## src/rtl/quad_encoder_velocity.sv

```systemverilog
// Quadrature encoder front end: synchroniser, per-channel glitch filter, x4 decoder,
// windowed velocity measurement and a small Avalon-MM register block.
module quad_encoder_velocity #(
    parameter int SYNC_STAGES   = 2,
    parameter int FILTER_LEN    = 4,
    parameter int WINDOW_CYCLES = 500000
) (
    input  logic        clk_clk,
    input  logic        rst_reset,
    input  logic [1:0]  encoded_in,
    input  logic [1:0]  avalon_slave_address,
    input  logic        avalon_slave_read,
    output logic [31:0] avalon_slave_readdata,
    input  logic        avalon_slave_write,
    input  logic [31:0] avalon_slave_writedata,
    output logic [31:0] position,
    output logic [31:0] velocity,
    output logic        velocity_valid
);

    localparam int FCW = (FILTER_LEN > 1) ? $clog2(FILTER_LEN) : 1;
    localparam int WCW = $clog2(WINDOW_CYCLES);
    localparam logic [FCW-1:0] FILT_MAX = FCW'(FILTER_LEN - 1);
    localparam logic [WCW-1:0] WIN_LAST = WCW'(WINDOW_CYCLES - 1);

    logic [2*SYNC_STAGES-1:0] sync_q;
    logic [1:0]               sync_ab;
    logic [1:0]               filt_ab;

    always_ff @(posedge clk_clk) begin
        if (rst_reset) begin
            sync_q <= '0;
        end else begin
            sync_q <= {sync_q[2*SYNC_STAGES-3:0], encoded_in};
        end
    end

    assign sync_ab = sync_q[2*SYNC_STAGES-1 -: 2];

    // A level is accepted only after it has differed from the filtered value for FILTER_LEN cycles.
    genvar gi;
    generate
        for (gi = 0; gi < 2; gi++) begin : g_filt
            logic [FCW-1:0] cnt_q;
            logic           bit_q;

            always_ff @(posedge clk_clk) begin
                if (rst_reset) begin
                    cnt_q <= '0;
                    bit_q <= 1'b0;
                end else if (sync_ab[gi] != bit_q) begin
                    if (cnt_q == FILT_MAX) begin
                        bit_q <= sync_ab[gi];
                        cnt_q <= '0;
                    end else begin
                        cnt_q <= cnt_q + 1'b1;
                    end
                end else begin
                    cnt_q <= '0;
                end
            end

            assign filt_ab[gi] = bit_q;
        end
    endgenerate

    // Map the Gray sequence 00,01,11,10 onto 0..3 so a step is a modulo-4 difference.
    function automatic logic [1:0] gray_idx(input logic [1:0] s);
        return {s[1], s[1] ^ s[0]};
    endfunction

    logic [1:0]     prev_q;
    logic           init_q;
    logic [1:0]     delta;
    logic           changed;
    logic           step_up;
    logic           step_dn;
    logic           illegal;
    logic [31:0]    pos_q;
    logic [31:0]    pos_d;
    logic [31:0]    snap_q;
    logic [31:0]    vel_q;
    logic           valid_q;
    logic           new_sample_q;
    logic           err_q;
    logic [WCW-1:0] win_cnt_q;
    logic           terminal;
    logic           wr_pos;
    logic           wr_err;
    logic           rd_vel;

    always_comb begin
        delta   = gray_idx(filt_ab) - gray_idx(prev_q);
        changed = (filt_ab != prev_q);
        step_up = changed && !init_q && (delta == 2'd1);
        step_dn = changed && !init_q && (delta == 2'd3);
        illegal = changed && !init_q && (delta == 2'd2);
    end

    assign wr_pos   = avalon_slave_write && (avalon_slave_address == 2'd0);
    assign wr_err   = avalon_slave_write && (avalon_slave_address == 2'd2) && avalon_slave_writedata[0];
    assign rd_vel   = avalon_slave_read && (avalon_slave_address == 2'd1);
    assign terminal = (win_cnt_q == WIN_LAST);

    always_comb begin
        pos_d = pos_q;
        if (wr_pos) begin
            pos_d = avalon_slave_writedata;
        end else if (step_up) begin
            pos_d = pos_q + 32'd1;
        end else if (step_dn) begin
            pos_d = pos_q - 32'd1;
        end
    end

    always_ff @(posedge clk_clk) begin
        if (rst_reset) begin
            prev_q       <= 2'b00;
            init_q       <= 1'b1;
            pos_q        <= '0;
            snap_q       <= '0;
            vel_q        <= '0;
            valid_q      <= 1'b0;
            new_sample_q <= 1'b0;
            err_q        <= 1'b0;
            win_cnt_q    <= '0;
        end else begin
            prev_q  <= filt_ab;
            pos_q   <= pos_d;
            valid_q <= terminal;
            if (changed) begin
                init_q <= 1'b0;
            end
            win_cnt_q <= terminal ? '0 : win_cnt_q + 1'b1;
            // Velocity is taken from the position before this cycle's step or preset.
            if (terminal) begin
                vel_q  <= pos_q - snap_q;
                snap_q <= pos_q;
            end
            if (wr_pos) begin
                snap_q <= avalon_slave_writedata;
            end
            if (terminal) begin
                new_sample_q <= 1'b1;
            end else if (rd_vel) begin
                new_sample_q <= 1'b0;
            end
            if (illegal) begin
                err_q <= 1'b1;
            end else if (wr_err) begin
                err_q <= 1'b0;
            end
        end
    end

    always_comb begin
        avalon_slave_readdata = '0;
        case (avalon_slave_address)
            2'd0:    avalon_slave_readdata = pos_q;
            2'd1:    avalon_slave_readdata = vel_q;
            2'd2:    avalon_slave_readdata = {30'b0, new_sample_q, err_q};
            default: avalon_slave_readdata = 32'(WINDOW_CYCLES);
        endcase
    end

    assign position       = pos_q;
    assign velocity       = vel_q;
    assign velocity_valid = valid_q;

endmodule
```

## config.mk

```make
export PLATFORM = sky130hd
export DESIGN_NAME = quad_encoder_velocity
export DESIGN_NICKNAME = d
export VERILOG_FILES = /design/src/rtl/quad_encoder_velocity.sv
export SDC_FILE = /design/constraint.sdc
export NUM_CORES = 1
export LEC_CHECK = 0
export CORE_UTILIZATION = 45
export DETAILED_ROUTE_END_ITERATION = 10
export PLACE_DENSITY_LB_ADDON = 0.25
export SLEW_MARGIN = 20
export SYNTH_ARGS = -nofsm -noshare
export SYNTH_HDL_FRONTEND = slang
export SYNTH_SLANG_ARGS = --single-unit
```

## constraint.sdc

```tcl
create_clock -name clk_clk -period 6.75 [get_ports clk_clk]
set_input_delay 1.35 -clock clk_clk [delete_from_list [all_inputs] [get_ports clk_clk]]
set_output_delay 1.35 -clock clk_clk [all_outputs]
set_load 0.05 [all_outputs]
```

# Word-level counts from Yosys, hierarchy flattened
# Cells that the tools add are included.
# classes
addsub,7
eq_ne,11
mux,10
n_bitwise,4
n_reduce_logical,19
# ops
operator,n
$mux W32,5
$pmux W32 S3,1
$add A32 B1 Y32 const B,1
$sub A32 B1 Y32 const B,1
$sub A32 B32 Y32,1
$add A19 B1 Y19 const B,1
$eq A19 B19 Y1 const B,1
$eq A2 B2 Y1 const B,5
$logic_and A1 B1 Y1,8
$reduce_bool A2 Y1,3
$reduce_or A3 Y1,2
$add A2 B1 Y2 const B,2
$eq A2 B1 Y1 const B,2
$mux W1,4
$reduce_and A2 Y1,2
$reduce_bool A3 Y1,1
$logic_not A2 Y1,1
$ne A1 B1 Y1,2
$ne A2 B2 Y1,1
$not A1 Y1,2
$reduce_or A2 Y1,1
$sub A2 B2 Y2,1
$xor A1 B1 Y1,2
$logic_not A1 Y1,1
# totals
regBits,131
input_bits,40
output_inout_bits,97

# Longest topological paths before layout
# Gate-level depths: netlist (run 1).
# logic_depth
word_depth,7
mapped_depth,16
depth_no_buf,15

# Worst setup path before layout (run 1)
# OpenSTA, ideal clock, no wires.
# synth_path
kind,register -> register
from,reg g_filt[1].bit_q
to,"reg pos_q[31], in the netlist position[31]"
setup_ps,74
t_arrival_ps,4778
t_required_ps,6676
path_slack_ps,1898
path_stages_with_launch,17
path_buffers,2
path_cell_list,dfxtp_1 > xnor2_1 > ha_1 > nor3_1 > clkbuf_1 > nand2b_1 > ha_1 > buf_4 > nand4_2 > or3_4 > or4b_4 > o41ai_2 > o41ai_4 > o211ai_2 > xnor2_1 > or3_1 > a31oi_1
# synth_between
elab_chain_cells,6
elab_cells_between_ends,11
# synth_lines
item,line,rtl
start: declaration,45,logic bit_q;
start signal: assignment,53,bit_q <= sync_ab[gi];
$xor A1 B1 Y1,69,"return {s[1], s[1] ^ s[0]};"
$sub A2 B2 Y2,93,delta = gray_idx(filt_ab) - gray_idx(prev_q);
$eq A2 B1 Y1,95,step_up = changed && !init_q && (delta == 2'd1);
$logic_and A1 B1 Y1,95,
$mux W32,109,end else if (step_up) begin
$mux W32,107,if (wr_pos) begin
end signal: assignment,129,pos_q <= pos_d;
end: declaration,79,logic [31:0] pos_q;
# Parallel ways exist; a longest one is shown, timed or not.
# A chain may end at the register's enable or synchronous reset.

# Worst setup path in the final report (run 1)
# layout_path
from,in avalon_slave_address[1]
to,out avalon_slave_readdata[15]
# layout_between
elab_chain_cells,2
elab_cells_between_ends,4
# layout_lines
item,line,rtl
start: declaration,11,"input logic [1:0] avalon_slave_address,"
$eq A2 B2 Y1 (tied with other cells),158,case (avalon_slave_address)
$pmux W32 S3 (*),158,
end: declaration,13,"output logic [31:0] avalon_slave_readdata,"
# Mark *: on every way between the ends. The rest lies on a longest branch, timed or not.

==> impl_metrics.yaml, run 1 <==
status:
  status: "finished clean"
timing:
  setup_viol: 0
  skew_ns: 0.007880
  drv_slew: 0
  post-route-period-util_pct: 74.62
  finalCriticalPeriod_ns: 5.037
  tns_ns: 0
  tightest_slew_ns: 1.033
  grt_setup_unrepaired: "false"
  timing_hold_violations_final: 0
  finalHoldWorstSlack_ns: 0.4351
  fmax_mhz: 198.5
  maxSlewHeadroom_pct: 31.12
clocking:
  root_buffer: "clkbuf_16"
  htreeDepth: 4
  cts_tree: "built"
  cts_setup_buffers: 0
  cts_resized: 0
  cts_buffer_depth: 2
  tritoncts.num_buffers: 17
  clkLatencyLatePin_ns: 0.43
  clk_pin_slew_ns: 0.05
  hold_buffers: 0
  cts.sinks: 131
grt:
  grt_overflow: 0
  track_usage_pct: 27.04
  antenna_found_initial: 0
  grt_pass1_vias: 7824
  grt_start_max_net_pins: 56
  grt_first_pass_wirelength_um: 42180
logic_synthesis:
  ys_types: 59
  synth_warnings: 0
  postSynthCellCount: 1176
  synth_top_cell_by_area: "dfxtp_1"
  synthTopCellsByArea: "dfxtp_1, ha_1, nand2_1"
  synth_area_per_cell_um2: 7.475
  yosys_register_bits: 131
  synth-edff-count: 0
  yosysSeqAreaShare_pct: 29.83
  async_reset_ff_share_pct: 0
  synth_common_cells: "nand2_1, dfxtp_1, nor2_1, a21oi_1, o21ai_0"
  yosysTopAreaCellShare_pct: 29.83
  syn-cell-area_um2: 8791
  yosysMostFrequentCell: "nand2_1"
  synth_ff_type: "dfxtp_1"
  synth_nets: 1284
cells_and_area:
  insertedDiodeCount: 0
  synthToLayoutAreaGrowth_pct: 23.58
  nets: 1390
  drive_gt1_share_pct: 3.715
  stdcell_count: 1552
place:
  dp.final_hpwl_um: 19590
  globalplace.congestion: 0.9158
  io_buffer_count: 136
  numPlacedInstances: 1523
floorplan:
  die_h_um: 141.8
  initial_core_util_pct: 46.38
  die_x_um: 141.8
  io_pins: 137
  row_count: 50
  core_um2: 18960
  design.die.area_um2: 20100
drt:
  drt-wirelength-per-cell_um: 17.36
  drc: 0
  route.met2.wl_um: 11550
  drt-initial-drc-count: 674
  postRouteAntennaNets: 0
  topRoutingLayerUsed: "met4"
  avgViaCountPerCell: 5.615
  wl_um: 26940
  met3WireLength_um: 1828
  wl_met1_um: 13170
  firstDrtPassIters: 5
  vias: 8714
worst_setup_path:
  crit_path_max_incr_delay_ns: 0.79
  worstPathMaxFanout: 35
  arrival_ns: 3.69
  cp-end-kind: "output pin"
  crit_type: "input pin to output pin"
  critical_path_required_ns: 5.40
  start_kind: "input pin"
  cp_cell_sequence: "clkdlybuf4s50_1 > buf_4 > nor2_1 > nand2_1 > nand2_1 > clkdlybuf4s50_1"
  slowest_stage: "clkdlybuf4s50_1"
power_and_ir_drop:
  power_density_nw_per_um2: 216.9
  vdd_ir_drop_max_v: 0.0001667
  p_leak_nw: 4.250
hold_path:
  hp-class: "flip-flop to flip-flop"
flow_run:
  cap_violations: 0
metrics by stage:
step	worst slack [ns]	utilization, %	instance area [µm²]	total power [W]
2_1_floorplan	1.898	-	8791	0.001296
3_3_place_gp	1.755	54.39	10310	0.001458
3_5_place_dp	1.727	54.39	10310	0.001459
4_1_cts	1.721	57.31	10860	0.002355
5_1_grt	1.476	57.31	10860	0.002455
6_report	1.713	57.31	10860	0.002356
placed cells by master, fill, tap and decap left out, types with 4 or more instances in the layout:
| cell type | instances |
|---|---|
| a21boi_0 | 4 |
| nor3b_1 | 6 |
| o21a_1 | 10 |
| and3_1 | 8 |
| clkbuf_16 | 17 |
| clkbuf_1 | 5 |
| o31ai_1 | 6 |
| a21o_1 | 17 |
| xnor2_1 | 37 |
| xor2_1 | 33 |
| nand3_1 | 32 |
| nor3_1 | 11 |
| nor2_1 | 102 |
| a31oi_1 | 47 |
| or3_1 | 11 |
| nand4_1 | 13 |
| dfxtp_1 | 131 |
| a311oi_1 | 6 |
| nor4_1 | 5 |
| clkinv_2 | 4 |
| a21oi_1 | 98 |
| ha_1 | 66 |
| a211oi_1 | 12 |
| nand2b_1 | 12 |
| buf_4 | 10 |
| nor4b_1 | 6 |
| clkdlybuf4s50_1 | 134 |
| o21bai_1 | 6 |
| mux2i_1 | 30 |
| o21ai_0 | 87 |
| o211ai_1 | 5 |
| inv_1 | 54 |
| nand2_1 | 209 |
| nor2b_1 | 12 |
worst max-delay path, delay by kind of cell:
kind / cells / cell delay (ns)
buffers and inverters: 3 / 1.42
and+or+nand+nor: 3 / 0.90
flip-flops by register name, summed over array words and instances (netlist names), 2 cells and up:
register,flops
prev_q,2
g_filt.bit_q,2
sync_q,4
snap_q,32
win_cnt_q,19
g_filt.cnt_q,4
position,32
velocity,32
power breakdown:
group	leakage (nW)	internal [W]	switching, W
sequential	1.06	0.000797	0.0000364
clock	0.273	0.000571	0.000331
combinational	2.91	0.000256	0.000365
total	4.25	0.00162	0.000732
cell families after synthesis:
family | after synthesis | share of synthesized area, %
xor+xnor | 70 | 6.974
compound gates | 322 | 22.36
fa+ha+maj | 68 | 9.849
simple gates | 442 | 22.53
mux | 30 | 3.416
flops | 131 | 29.83
buf+inv | 113 | 5.038
cell type report:
| cell class | instances | area [µm²] |
|---|---|---|
| fillers | 1755 | 8092 |
| multi-input cells | 932 | 5733 |
| flip-flops and latches | 131 | 2623 |
| repair buffers | 146 | 1426 |
| clock buffers | 22 | 444.2 |
| well taps | 260 | 325.3 |
| inverters | 54 | 202.7 |
| clock inverters | 7 | 110.1 |
final timing paths:
kind | depth (start not counted) | slack, ns | startpoint | to
setup / recovery | 6 | 1.71 | avalon_slave_address[1] | avalon_slave_readdata[15]
hold / removal | 1 | 0.44 | g_filt[1].cnt_q[0] | g_filt[1].cnt_q[0]
setup reg to reg | 15 | 1.89 | g_filt[1].bit_q | position[26]
hold reg to reg | 1 | 0.44 | g_filt[1].cnt_q[0] | g_filt[1].cnt_q[0]
routing by layer:
metal  vias to the layer above  GRT usage [%]
met5                         -              0
met4                         0          8.319
met3                        26          3.442
met2                       318          40.24
met1                      4004          40.21
li1                       4366              -
No activity file was read; power rests on OpenSTA's default activity.
==> inputs of run 2 (changes only) <==
==> constraint.sdc (replaced) <==
create_clock -name clk_clk -period 4.36 [get_ports clk_clk]
set_input_delay 0.872 -clock clk_clk [delete_from_list [all_inputs] [get_ports clk_clk]]
set_output_delay 0.872 -clock clk_clk [all_outputs]
set_load 0.05 [all_outputs]
==> run 2 against run 1 <==
Cell count rose by 1.2%. Global-route usage up 0.13 points. Critical endpoint is now position[28]. Clock power grew 70%. Clock skew increased by 0.0055 ns. Non-clock buffer count is 14 higher. Setup slack got worse by 1.5 ns. Wire length grew 1.5%. Largest power group unchanged.
==> impl_metrics.yaml, run 2 (synthesized netlist as in run 1, its figures left out) <==
power_and_ir_drop:
  switching_share_pct: 30.60
  power_frac_comb_pct: 26.1
  total_power_w: 0.003812
  p_int_w: 0.002645
  power_density_nw_per_um2: 340.2
  p_switching_w: 0.001166
  clockPowerShare_pct: 40.2
  seq_power_share_pct: 33.7
  p_leak_nw: 4.427
  vdd_ir_drop_max_v: 0.0002048
clocking:
  htreeDepth: 4
  cts_buffer_depth: 2
  root_buffer: "clkbuf_16"
  cts_tree: "built"
  clkLatencyLatePin_ns: 0.43
  tritoncts.num_buffers: 17
  clk_pin_slew_ns: 0.06
  cts.sinks: 131
  hold_buffers: 0
grt:
  grt_overflow: 0
  antenna_found_initial: 0
  grt_pass1_vias: 7786
  track_usage_pct: 27.17
  grt_use_met2_pct: 40.01
  grt_start_max_net_pins: 55
  met3_usage_pct: 4.455
  grt_use_met1_pct: 40.40
  grt_first_pass_wirelength_um: 42480
  grt.busiest_layer: "met1"
worst_setup_path:
  start_kind: "flip-flop"
  critical_path_required_ns: 4.69
  worstPathMaxFanout: 11
  arrival_ns: 4.52
  crit_type: "flip-flop to flip-flop"
  r2r_cells: 14
  cp-end-kind: "flip-flop"
hold_path:
  hp-class: "flip-flop to flip-flop"
  hold_depth: 1
floorplan:
  initial_core_util_pct: 46.38
  design.die.area_um2: 20100
  core_um2: 18960
  row_count: 50
  io_pins: 137
  die_x_um: 141.8
  die_h_um: 141.8
timing:
  grt_setup_unrepaired: "false"
  post-route-period-util_pct: 96.23
  fmax_mhz: 238.3
  finalHoldWorstSlack_ns: 0.4236
  setup_viol: 0
  maxSlewHeadroom_pct: 27.81
  tightest_slew_ns: 1.080
  finalCriticalPeriod_ns: 4.196
  drv_slew: 0
  skew_ns: 0.01338
  timing_hold_violations_final: 0
  tns_ns: 0
drt:
  drt-initial-drc-count: 706
  avgViaCountPerCell: 5.648
  postRouteAntennaNets: 0
  wl_um: 27350
  firstDrtPassIters: 5
  vias: 8867
  drt-wirelength-per-cell_um: 17.42
  drc: 0
status:
  status: "finished clean"
place:
  io_buffer_count: 136
  dp.final_hpwl_um: 20410
  globalplace.congestion: 0.9417
cells_and_area:
  synthToLayoutAreaGrowth_pct: 27.44
  insertedDiodeCount: 0
  nets: 1405
  drive_gt1_share_pct: 6.260
  mostFrequentLayoutCells: "nand2_1, dfxtp_1, clkdlybuf4s50_1"
  final_common_cell: "nand2_1"
flow_run:
  cap_violations: 0
[run 2: per-layer routing]
metal	part of all wire (%)	vias up
met1	50	4143
met3	6.4	33
met5	0	-
li1	-	4388
met2	43	303
met4	1.3	0
[run 2: critical path: stages, from the launching register on]
cell and delay (ns):
dfxtp_1 0.45, xnor2_1 0.12, ha_1 0.24, xor2_2 0.22
buf_4 0.18, nand2b_2 0.32, ha_1 0.31, a211o_1 0.30
o32ai_1 0.45, o31ai_2 0.20, a31o_2 0.32, a21oi_1 0.22
o221ai_1 0.18, or4_1 0.40, and3_1 0.17
[run 2: timing repair]
action	4_1_cts	5_1_grt
gates resized for setup	0	4
endpoints found under the setup margin	0	8
buffers inserted	0	4
[run 2: cell type report]
cell class                 count  area [µm²]
clock buffer                  25       515.5
clock inverter                 7       118.9
fill                        1730        7752
inverter                      54       202.7
multi-input combinational    933        5772
sequential                   131        2623
tap                          260       325.3
timing repair buffer         160        1647
[run 2: worst paths after layout]
check	from	end	slack (ns)
worst max-delay path	g_filt[0].bit_q	position[28]	0.16
worst min-delay path	g_filt[1].cnt_q[0]	g_filt[1].cnt_q[0]	0.42
worst max register to register	g_filt[0].bit_q	position[28]	0.16
worst min register to register	g_filt[1].cnt_q[0]	g_filt[1].cnt_q[0]	0.42
[run 2: power by group through the flow]
| stage | clock (W) | sequential, W | combinational (W) |
|---|---|---|---|
| after floorplan | 0 | 0.00134 | 0.000667 |
| after global placement | 0 | 0.00131 | 0.000969 |
| after detailed placement | 0 | 0.00131 | 0.000968 |
| after CTS | 0.00154 | 0.00128 | 0.000974 |
| after global routing | 0.00160 | 0.00129 | 0.00109 |
| final | 0.00153 | 0.00128 | 0.000996 |
[run 2: through the flow]
| stage | utilization [%] | setup WS, ns | cell area, µm² | std cells |
|---|---|---|---|---|
| after floorplan | - | 0.1206 | 8803 | 1176 |
| after global placement | 55.47 | 0.2194 | 10510 | 1533 |
| after detailed placement | 55.47 | 0.06790 | 10510 | 1533 |
| after CTS | 58.81 | 0.01247 | 11150 | 1565 |
| after global routing | 59.10 | 0.008292 | 11200 | 1570 |
| final | 59.10 | 0.1642 | 11200 | 1570 |
==> inputs of run 3 (changes only) <==
--- a/config.mk
+++ b/config.mk
@@ -5,7 +5,9 @@
 export SDC_FILE = /design/constraint.sdc
 export NUM_CORES = 1
 export LEC_CHECK = 0
-export CORE_UTILIZATION = 45
+export CELL_PAD_IN_SITES_DETAIL_PLACEMENT = 1
+export CELL_PAD_IN_SITES_GLOBAL_PLACEMENT = 1
+export CORE_UTILIZATION = 36
 export DETAILED_ROUTE_END_ITERATION = 10
 export PLACE_DENSITY_LB_ADDON = 0.25
 export SLEW_MARGIN = 20
==> run 3 against run 2 <==
Cell count grew 3.6%. Clock skew shrank 0.00087 ns. Non-clock buffer count shrank 2. Wire length grew 15%.
==> impl_metrics.yaml, run 3 (synthesized netlist as in run 1, its figures left out) <==
status:
  status: "finished clean"
place:
  numPlacedInstances: 1587
  globalplace.congestion: 0.8823
  io_buffer_count: 136
  dp.final_hpwl_um: 23280
drt:
  firstDrtPassIters: 5
  drt-wirelength-per-cell_um: 19.29
  avgViaCountPerCell: 5.523
  wl_um: 31360
  postRouteAntennaNets: 0
  drc: 0
  drt-initial-drc-count: 613
  vias: 8980
floorplan:
  design.die.area_um2: 25050
  die_x_um: 158.3
  core_um2: 23680
  die_h_um: 158.3
  row_count: 56
  io_pins: 137
  initial_core_util_pct: 37.12
worst_setup_path:
  critical_path_required_ns: 4.71
  crit_type: "flip-flop to flip-flop"
  worstPathMaxFanout: 13
  r2r_cells: 15
  start_kind: "flip-flop"
  arrival_ns: 4.40
  cp-end-kind: "flip-flop"
  worstReg2RegStart: "g_filt[1].bit_q"
  reg2reg_slack_ns: 0.30
  r2r-end: "position[31]"
timing:
  setup_viol: 0
  maxSlewHeadroom_pct: 29.90
  timing_hold_violations_final: 0
  skew_ns: 0.01251
  post-route-period-util_pct: 93.07
  fmax_mhz: 246.4
  finalCriticalPeriod_ns: 4.058
  tightest_slew_ns: 1.052
  finalHoldWorstSlack_ns: 0.4256
  drv_slew: 0
power_and_ir_drop:
  switching_share_pct: 32.53
  power_density_nw_per_um2: 345.2
  total_power_w: 0.003869
  vdd_ir_drop_max_v: 0.0002073
  clockPowerShare_pct: 40.4
  p_int_w: 0.002610
  power_frac_comb_pct: 26.3
  p_leak_nw: 4.460
  seq_power_share_pct: 33.3
  p_switching_w: 0.001258
cells_and_area:
  fin_util_pct: 47.32
  drive_gt1_share_pct: 8.110
  stdcell_count: 1626
  mostFrequentLayoutCells: "nand2_1, dfxtp_1, clkdlybuf4s50_1"
  synthToLayoutAreaGrowth_pct: 27.47
  final_common_cell: "nand2_1"
  insertedDiodeCount: 0
  nets: 1402
hold_path:
  hp-class: "flip-flop to flip-flop"
  hold_depth: 1
  whs_endpoint: "g_filt[0].cnt_q[0]"
  holdCritStartpoint: "g_filt[0].cnt_q[0]"
clocking:
  clk_pin_slew_ns: 0.06
  clkLatencyLatePin_ns: 0.43
  cts_buffer_depth: 2
  htreeDepth: 4
  cts.sinks: 131
  tritoncts.num_buffers: 17
  root_buffer: "clkbuf_16"
  cts_tree: "built"
grt:
  grt_overflow: 0
  grt_start_max_net_pins: 86
  track_usage_pct: 25.60
  grt_pass1_vias: 8909
  grt_use_met1_pct: 37.26
  grt_use_met2_pct: 39.87
  met3_usage_pct: 3.239
  grt_first_pass_wirelength_um: 49110
  grt.busiest_layer: "met2"
  antenna_found_initial: 0
flow_run:
  cap_violations: 0
[run 3: worst max-delay path by stage]
stage,startpoint,end,slack (ns)
global placement,g_filt[0].bit_q,position[26],0.22
floorplan,g_filt[1].bit_q,position[31],0.12
detailed placement,g_filt[1].bit_q,position[26],0.09
CTS,g_filt[0].bit_q,position[26],0.04
global route,g_filt[0].bit_q,position[28],-0.02
finish,g_filt[1].bit_q,position[31],0.30
[run 3: metrics by stage]
step | TNS (ns) | worst slack, ns | instance area (µm²)
4_1_cts | 0 | 0.04311 | 11120
5_1_grt | -0.01920 | -0.01920 | 11210
3_3_place_gp | 0 | 0.2184 | 10500
2_1_floorplan | 0 | 0.1206 | 8803
3_5_place_dp | 0 | 0.09184 | 10500
6_report | 0 | 0.3023 | 11210
[run 3: area by class of cell]
class	count	area, µm²
clock buffers	17	425.4
clock inverters	15	203.9
fillers	2935	12480
inverters	54	202.7
multi-input cells	932	5776
flip-flops and latches	131	2623
well taps	319	399.1
repair buffers	158	1577
[run 3: power by group through the flow]
stage	logic [W]	clock network (W)	registers, W
floorplan	0.000667	0	0.00134
global placement	0.000983	0	0.00131
detailed placement	0.000990	0	0.00131
CTS	0.00100	0.00159	0.00128
global route	0.00111	0.00163	0.00129
finish	0.00102	0.00156	0.00129
[run 3: per-layer routing]
layer | part of all wire (%) | wire length, µm
met3 | 4.5 | 1401
met5 | 0 | 0
met2 | 45 | 13960
met4 | 1.3 | 414
met1 | 50 | 15590
[run 3: critical path: stages (launching register included)]
cell and delay, ns:
dfxtp_1 0.43, xor2_1 0.31, nor2_1 0.19, nor3_4 0.19, nand2b_4 0.15, buf_4 0.16
ha_1 0.47, nand4_2 0.13, or3_4 0.42, or4b_4 0.52, o41ai_2 0.09, o41ai_4 0.16
o211ai_2 0.19, xnor2_1 0.09, or3_1 0.31, a31oi_1 0.16
[run 3: what timing repair did]
item / CTS / global route
hold buffers: 0 / 0
setup endpoints to repair: 0 / 8
resized for setup: 0 / 6
setup buffers: 0 / 7
